===== src/rtl/btn_event_decoder.sv =====
// Button event decoder: turns a debounced button level into short-press,
// long-press and auto-repeat pulses plus a held status flag.
module btn_event_decoder #(
    parameter int LONG_TICKS   = 100,
    parameter int REPEAT_TICKS = 20,
    parameter bit REPEAT_EN    = 1'b1,
    parameter int CNT_W        = 8
) (
    input  logic CLK100HZ,
    input  logic rst_n,
    input  logic btn_level,
    output logic short_press,
    output logic long_press,
    output logic repeat_pulse,
    output logic held
);

    typedef enum logic [1:0] {
        WAIT_REL,
        IDLE,
        PRESS,
        HOLD
    } state_e;

    localparam logic [CNT_W-1:0] LONG_M1 = CNT_W'(LONG_TICKS - 1);
    localparam logic [CNT_W-1:0] REP_M1  = CNT_W'(REPEAT_TICKS - 1);
    localparam logic [CNT_W-1:0] CNT_MAX = {CNT_W{1'b1}};
    localparam logic [CNT_W-1:0] CNT_ONE = CNT_W'(1);

    state_e           state_q, state_d;
    logic [CNT_W-1:0] cnt_q, cnt_d;
    logic             short_q, short_d;
    logic             long_q, long_d;
    logic             rep_q, rep_d;
    logic             held_q, held_d;

    always_comb begin
        state_d = state_q;
        cnt_d   = cnt_q;
        short_d = 1'b0;
        long_d  = 1'b0;
        rep_d   = 1'b0;
        case (state_q)
            WAIT_REL: begin
                if (!btn_level) begin
                    state_d = IDLE;
                end
            end
            IDLE: begin
                if (btn_level) begin
                    state_d = PRESS;
                    cnt_d   = CNT_ONE;
                end
            end
            PRESS: begin
                if (!btn_level) begin
                    state_d = IDLE;
                    short_d = 1'b1;
                    cnt_d   = '0;
                end else if (cnt_q == LONG_M1) begin
                    state_d = HOLD;
                    long_d  = 1'b1;
                    cnt_d   = '0;
                end else begin
                    cnt_d = cnt_q + CNT_ONE;
                end
            end
            HOLD: begin
                // Release beats a coincident repeat: no pulse on that edge.
                if (!btn_level) begin
                    state_d = IDLE;
                    cnt_d   = '0;
                end else if (REPEAT_EN && (cnt_q == REP_M1)) begin
                    rep_d = 1'b1;
                    cnt_d = '0;
                end else if (cnt_q != CNT_MAX) begin
                    cnt_d = cnt_q + CNT_ONE;
                end
            end
            default: begin
                state_d = WAIT_REL;
                cnt_d   = '0;
            end
        endcase
        held_d = (state_d == PRESS) || (state_d == HOLD);
    end

    always_ff @(posedge CLK100HZ) begin
        if (!rst_n) begin
            state_q <= WAIT_REL;
            cnt_q   <= '0;
            short_q <= 1'b0;
            long_q  <= 1'b0;
            rep_q   <= 1'b0;
            held_q  <= 1'b0;
        end else begin
            state_q <= state_d;
            cnt_q   <= cnt_d;
            short_q <= short_d;
            long_q  <= long_d;
            rep_q   <= rep_d;
            held_q  <= held_d;
        end
    end

    assign short_press  = short_q;
    assign long_press   = long_q;
    assign repeat_pulse = rep_q;
    assign held         = held_q;

endmodule

===== config.mk =====
export PLATFORM = sky130hd
export DESIGN_NAME = btn_event_decoder
export DESIGN_NICKNAME = d
export VERILOG_FILES = /design/src/rtl/btn_event_decoder.sv
export SDC_FILE = /design/constraint.sdc
export NUM_CORES = 1
export LEC_CHECK = 0
export CAP_MARGIN = 20
export CORE_MARGIN = 5
export CORE_UTILIZATION = 34
export DETAILED_ROUTE_END_ITERATION = 8
export GPL_ROUTABILITY_DRIVEN = 0
export PLACE_DENSITY = 0.51
export SYNTH_ARGS = -nofsm -noshare
export SYNTH_HDL_FRONTEND = slang
export SYNTH_SLANG_ARGS = --single-unit

===== constraint.sdc =====
create_clock -name CLK100HZ -period 2.1 [get_ports CLK100HZ]
set_input_delay 0.42 -clock CLK100HZ [delete_from_list [all_inputs] [get_ports CLK100HZ]]
set_output_delay 0.42 -clock CLK100HZ [all_outputs]
set_load 0.02 [all_outputs]

### Yosys cells after proc, flatten, opt, wreduce, memory -nomap -nowiden

Index checks and enable logic that the tools add are counted.

* flip-flop bits (word level): 14

* eq/ne operators: 10
* reduce and logical (&&, ||, !) cells: 8
* muxes and demuxes: 15
* add/sub/neg operators: 1

Operator list (count)
* 8-bit 2-to-1 mux: 6
* 8-bit case mux with 3 select lines: 1
* 3-bit AND reduction: 3
* 8-bit by 1-bit adder with 8-bit output (second input constant): 1
* 2-bit == test (second input constant): 4
* 8-bit by 5-bit == test with 1-bit output (second input constant): 1
* 8-bit by 7-bit == test with 1-bit output (second input constant): 1
* 2-bit 2-to-1 mux: 4
* 8-bit inequality test (second input constant): 1
* 2-bit case mux with 3 select lines: 1
* 4-bit inequality test (second input constant): 1
* 1-bit 2-to-1 mux: 3
* 3-bit nonzero test: 1
* 2-bit by 1-bit == test with 1-bit output (second input constant): 1
* 2-bit zero test: 1
* 2-bit inequality test (second input constant): 1
* 2-bit AND reduction: 1
* 2-bit OR reduction: 1
* 1-bit logical OR: 1

### Logic depth before layout (Yosys ltp)

* depth after elaboration: 6
* mapped depth: 7
* gate-level depth less buffers: 7

### Least setup slack after synthesis

No wires, ideal clock.

* path type: flip-flop to flip-flop
* from: reg held (netlist name)
* to: reg cnt_q[3]
* buffers on the path: 0
* library setup time: 101 ps
* required time: 1999 ps
* arrival: 1568 ps
* stages on the path, launching flop included: 7
* setup slack: 431 ps
* path through: dfxtp_1 ha_1 nor2_1 a31oi_1 o211a_4 nand2b_4 o41ai_1

RTL lines
* to (signal assigned): line 98 `cnt_q <= cnt_d;`
* to (decl): line 31 `logic [CNT_W-1:0] cnt_q, cnt_d;`

### Worst setup path in the final report

* from: reg state_q[0]
* to: reg cnt_q[6]

* longest elaborated chain between the ends: 3

RTL lines
* from (decl): line 30 `state_e state_q, state_d;`
* from (signal assigned): line 97 `state_q <= state_d;`
* 2-bit == test / 2-bit by 1-bit == test with 1-bit output (equally long branches): line 43 `case (state_q)`
* 4-bit inequality test (no line) (tied with other cells)
* 3-bit AND reduction (no line)

Several ways; a longest one is shown, not always the timed one.
A chain may end at the register's enable or synchronous reset.

==> summary.md <==
| Metric | Value |
|---|---|
| Status | finished, final reports clean |
| First-pass GRT wire length | 2880 µm |
| Share of final-layout standard cells stronger than drive strength 1 | between 10% and 20% |
| Area of the core | ~2200 µm² |
| Critical-path top delay cell | sky130_fd_sc_hd__dfxtp_1 |
| Worst path arrival time | 1.96 ns |
| Clock transition at the registers of the reported paths | 0.08 ns |
| Unrepaired setup endpoints after global routing | false |
| DRC Markers | 0 |
| Setup repair bufs after CTS | 0 |
| Clock network fraction of total power | 28.7% |
| Yosys warning total | 0 |
| Total global routing overflow | 0 |
| Register bit count reported by yosys | 13 |
| Internal | roughly 0.38 mW |
| Netlist area before placement | 783 µm² |
| Count of antenna-violating nets left after detailed routing | 0 |
| Power Dens Cells | ~600 nW/µm² |
| Largest net degree at the start of global routing | 17 |
| Placed Cells | around 120 |
| CTS tree | yes |
| Top cells by area in the synthesized netlist | sky130_fd_sc_hd__dfxtp_1 (33%), sky130_fd_sc_hd__ha_1 (9.6%), sky130_fd_sc_hd__a32oi_1 (5.6%), sky130_fd_sc_hd__o41ai_1 (4.5%), sky130_fd_sc_hd__nand3_1 (3.8%) |
| Fraction of power spent switching nets | ~30% |
| Sequential share of the synthesized area | 33.2% |
| Most frequent cells in the layout | sky130_fd_sc_hd__dfxtp_1 (13), sky130_fd_sc_hd__nor2_1 (7), sky130_fd_sc_hd__nand3_1 (6), sky130_fd_sc_hd__ha_1 (6), sky130_fd_sc_hd__clkdlybuf4s50_1 (6) |
| Peak supply drop | between 0.2 and 0.3 mV |
| R2r setup slk | around 0.30 ns |
| Critical path capture point type | flip-flop |
| Cell leakage power | about 0.33 nW |
| Worst-case headroom to the max-slew limit | 80.1% |
| H-tree depth | 1 |
| # IOs | 7 |
| Clk sink count | 13 |
| Average routed wire per standard cell | 13.7 µm |
| Leading area contributor after synthesis | sky130_fd_sc_hd__dfxtp_1 |
| Setup TNS after final layout | 0 ns |
| Clock root buffer | sky130_fd_sc_hd__clkbuf_4 |
| Initial antenna violation count | 0 |
| Total number of placement rows | 17 |
| Drt initial violations | 5 |
| Area enclosed by the die boundary | 3360 µm² |
| Final Hold Fails | 0 |
| WL final | approximately 1700 µm |
| Total number of vias | 687 |
| Hold-fix buffers, CTS | 0 |
| Count of unique library cells instantiated by Yosys | 35 |
| Vias in the first global route | between 600 and 700 |
| Data required, critical path | 2.27 ns |
| Detailed Routing Iterations Pass 1 | 4 |
| Share of the cycle needed by the critical path after routing | 85.6% |
| All-layer global routing usage | 10.7% |
| Area fraction of the dominant cell type after synthesis | about a third |
| Combinational Power Share | 22.1% |
| Count of buffers inserted at the top-level ports | 6 |
| Slew @ Worst Pin | about 0.3 ns |
| Clock Skew | 0.000510 ns |
| Register share of total power | 49.2% |
| Die outline height | 58.0 µm |
| Count of antenna diodes in the layout | 0 |
| Resize count post-CTS | 0 |
| Achievable clock frequency | 557 MHz |
| Final worst path period need | 1.80 ns |
| Number of nets produced by synthesis | 97 |
| Highest fanout seen on the critical path | 7 |
| Leading cell type in the layout, fill and taps excluded | sky130_fd_sc_hd__dfxtp_1 |
| Initial core utilization | 35.4% |
| Series of cell instances along the critical path | inv_1 -> ha_1 -> nor2_1 -> a31oi_1 -> o211a_4 -> nand2b_4 -> o41ai_1 |
| Switching power summed over all nets | between 0.15 and 0.2 mW |
| Hold/Removal Path Class | flip-flop to flip-flop |
| Longest Clk Path Bufs | 2 |
| Number of max-cap violations | 0 |
| Area added between synthesis and finish | 17.7% |
| Total count of max-transition violations in the final report | 0 |
| Total clock buffers created by CTS | 3 |
| Final HPWL from detailed placement | 1300 µm |
| Startpoint Class | flip-flop |
| Worst Path Class, Setup | flip-flop to flip-flop |
| Final net count | roughly 110 |
| Final number of setup-violating endpoints | 0 |
| Number of instances in the synthesized netlist | 88 |
| Non-filler cells in the finished layout | 127 |
| Mean area per synthesized cell | 8.90 µm² |
| X dimension of the die | 58.0 µm |
| Peak per-stage delay on the critical path | 0.37 ns |
| Via/cell ratio | about 5.4 |
| Clock latency on the worst-skew pair | 0.27 ns |
==> per-stage QoR <==
| step | instance area [µm²] | total power, mW | hold slack [ns] | util (%) | setup WS, ns |
|---|---|---|---|---|---|
| floorplan | 783 | 0.356 | 0.467 | - | 0.431 |
| global placement | 896 | 0.392 | 0.498 | 40.5 | 0.115 |
| detailed placement | 896 | 0.395 | 0.501 | 40.5 | 0.0710 |
| CTS | 922 | 0.551 | 0.513 | 41.7 | 0.269 |
| global route | 922 | 0.579 | 0.550 | 41.7 | 0.145 |
| finish | 922 | 0.544 | 0.507 | 41.7 | 0.303 |
==> flip-flops by register name, indices dropped and copies added (netlist names) <==
name / cells
cnt_q: 8
held: 1
long_press: 1
repeat_pulse: 1
short_press: 1
state_q: 1
==> cells in the mapped netlist (all sizes together) <==
master / instances
and3: 5
a31oi: 1
nor4b: 1
dfxtp: 13
o211a: 1
nand2b: 2
and2: 1
o41ai: 4
or3: 1
or2: 1
a2111oi: 1
ha: 6
clkinv: 1
nand2: 4
clkbuf: 2
a32oi: 5
nand4b: 1
inv: 6
a21oi: 3
nand3: 6
o21ai: 5
o211ai: 1
a211oi: 2
nor2: 7
nor3: 3
nand4: 2
buf: 1
nand3b: 1
a21o: 1
==> final cells by class <==
type	instances	area, µm²
Multi-Input combinational cell	65	484
Tap cell	28	35.0
Clock buffer	4	26.3
Fill cell	238	1290
Sequential cell	13	260
Inverter	7	26.3
Timing Repair Buffer	10	90.1
==> power groups by stage <==
stage / combinational (mW) / clock (mW) / sequential, mW
after floorplan: 0.0834 / 0 / 0.273
after global placement: 0.119 / 0 / 0.273
after detailed placement: 0.122 / 0 / 0.273
after CTS: 0.122 / 0.161 / 0.268
after global routing: 0.138 / 0.172 / 0.269
final: 0.120 / 0.156 / 0.268
==> per-layer routing <==
metal / global-route usage, % / wire [µm] / up-vias / part of all wire [%]
li1: - / - / 356 / -
met1: 13.1 / 830 / 319 / 48
met2: 17.9 / 824 / 10 / 47
met3: 2.90 / 66 / 2 / 3.8
met4: 3.97 / 14 / 0 / 0.81
met5: 0 / 0 / - / 0
==> final timing paths <==
| path | start | end | cells after the start |
|---|---|---|---|
| setup reg to reg | state_q[0] | cnt_q[6] | 7 |
| hold / removal | cnt_q[1] | cnt_q[1] | 2 |
| hold reg to reg | cnt_q[1] | cnt_q[1] | 2 |
| setup / recovery | state_q[0] | cnt_q[6] | 7 |
==> worst max-delay path, delay by kind of cell (launching register included) <==
kind | cells | cell delay (ns)
buf+inv | 1 | 0.09
simple gates | 2 | 0.21
fa+ha+maj | 1 | 0.25
flops | 1 | 0.37
compound gates | 3 | 0.78
==> cells by family (layout without fill, tap and decap cells) <==
group | after synthesis | after routing | synth area share (%)
adder cells (fa/ha/maj) | 6 | 6 | 9.58
flip-flops | 13 | 13 | 33.2
buffers and inverters | 10 | 21 | 4.95
AND/OR/NAND/NOR | 35 | 35 | 27.2
AO/OA/AOI/OAI | 24 | 24 | 25.1
No activity file was read; power rests on OpenSTA's default activity.
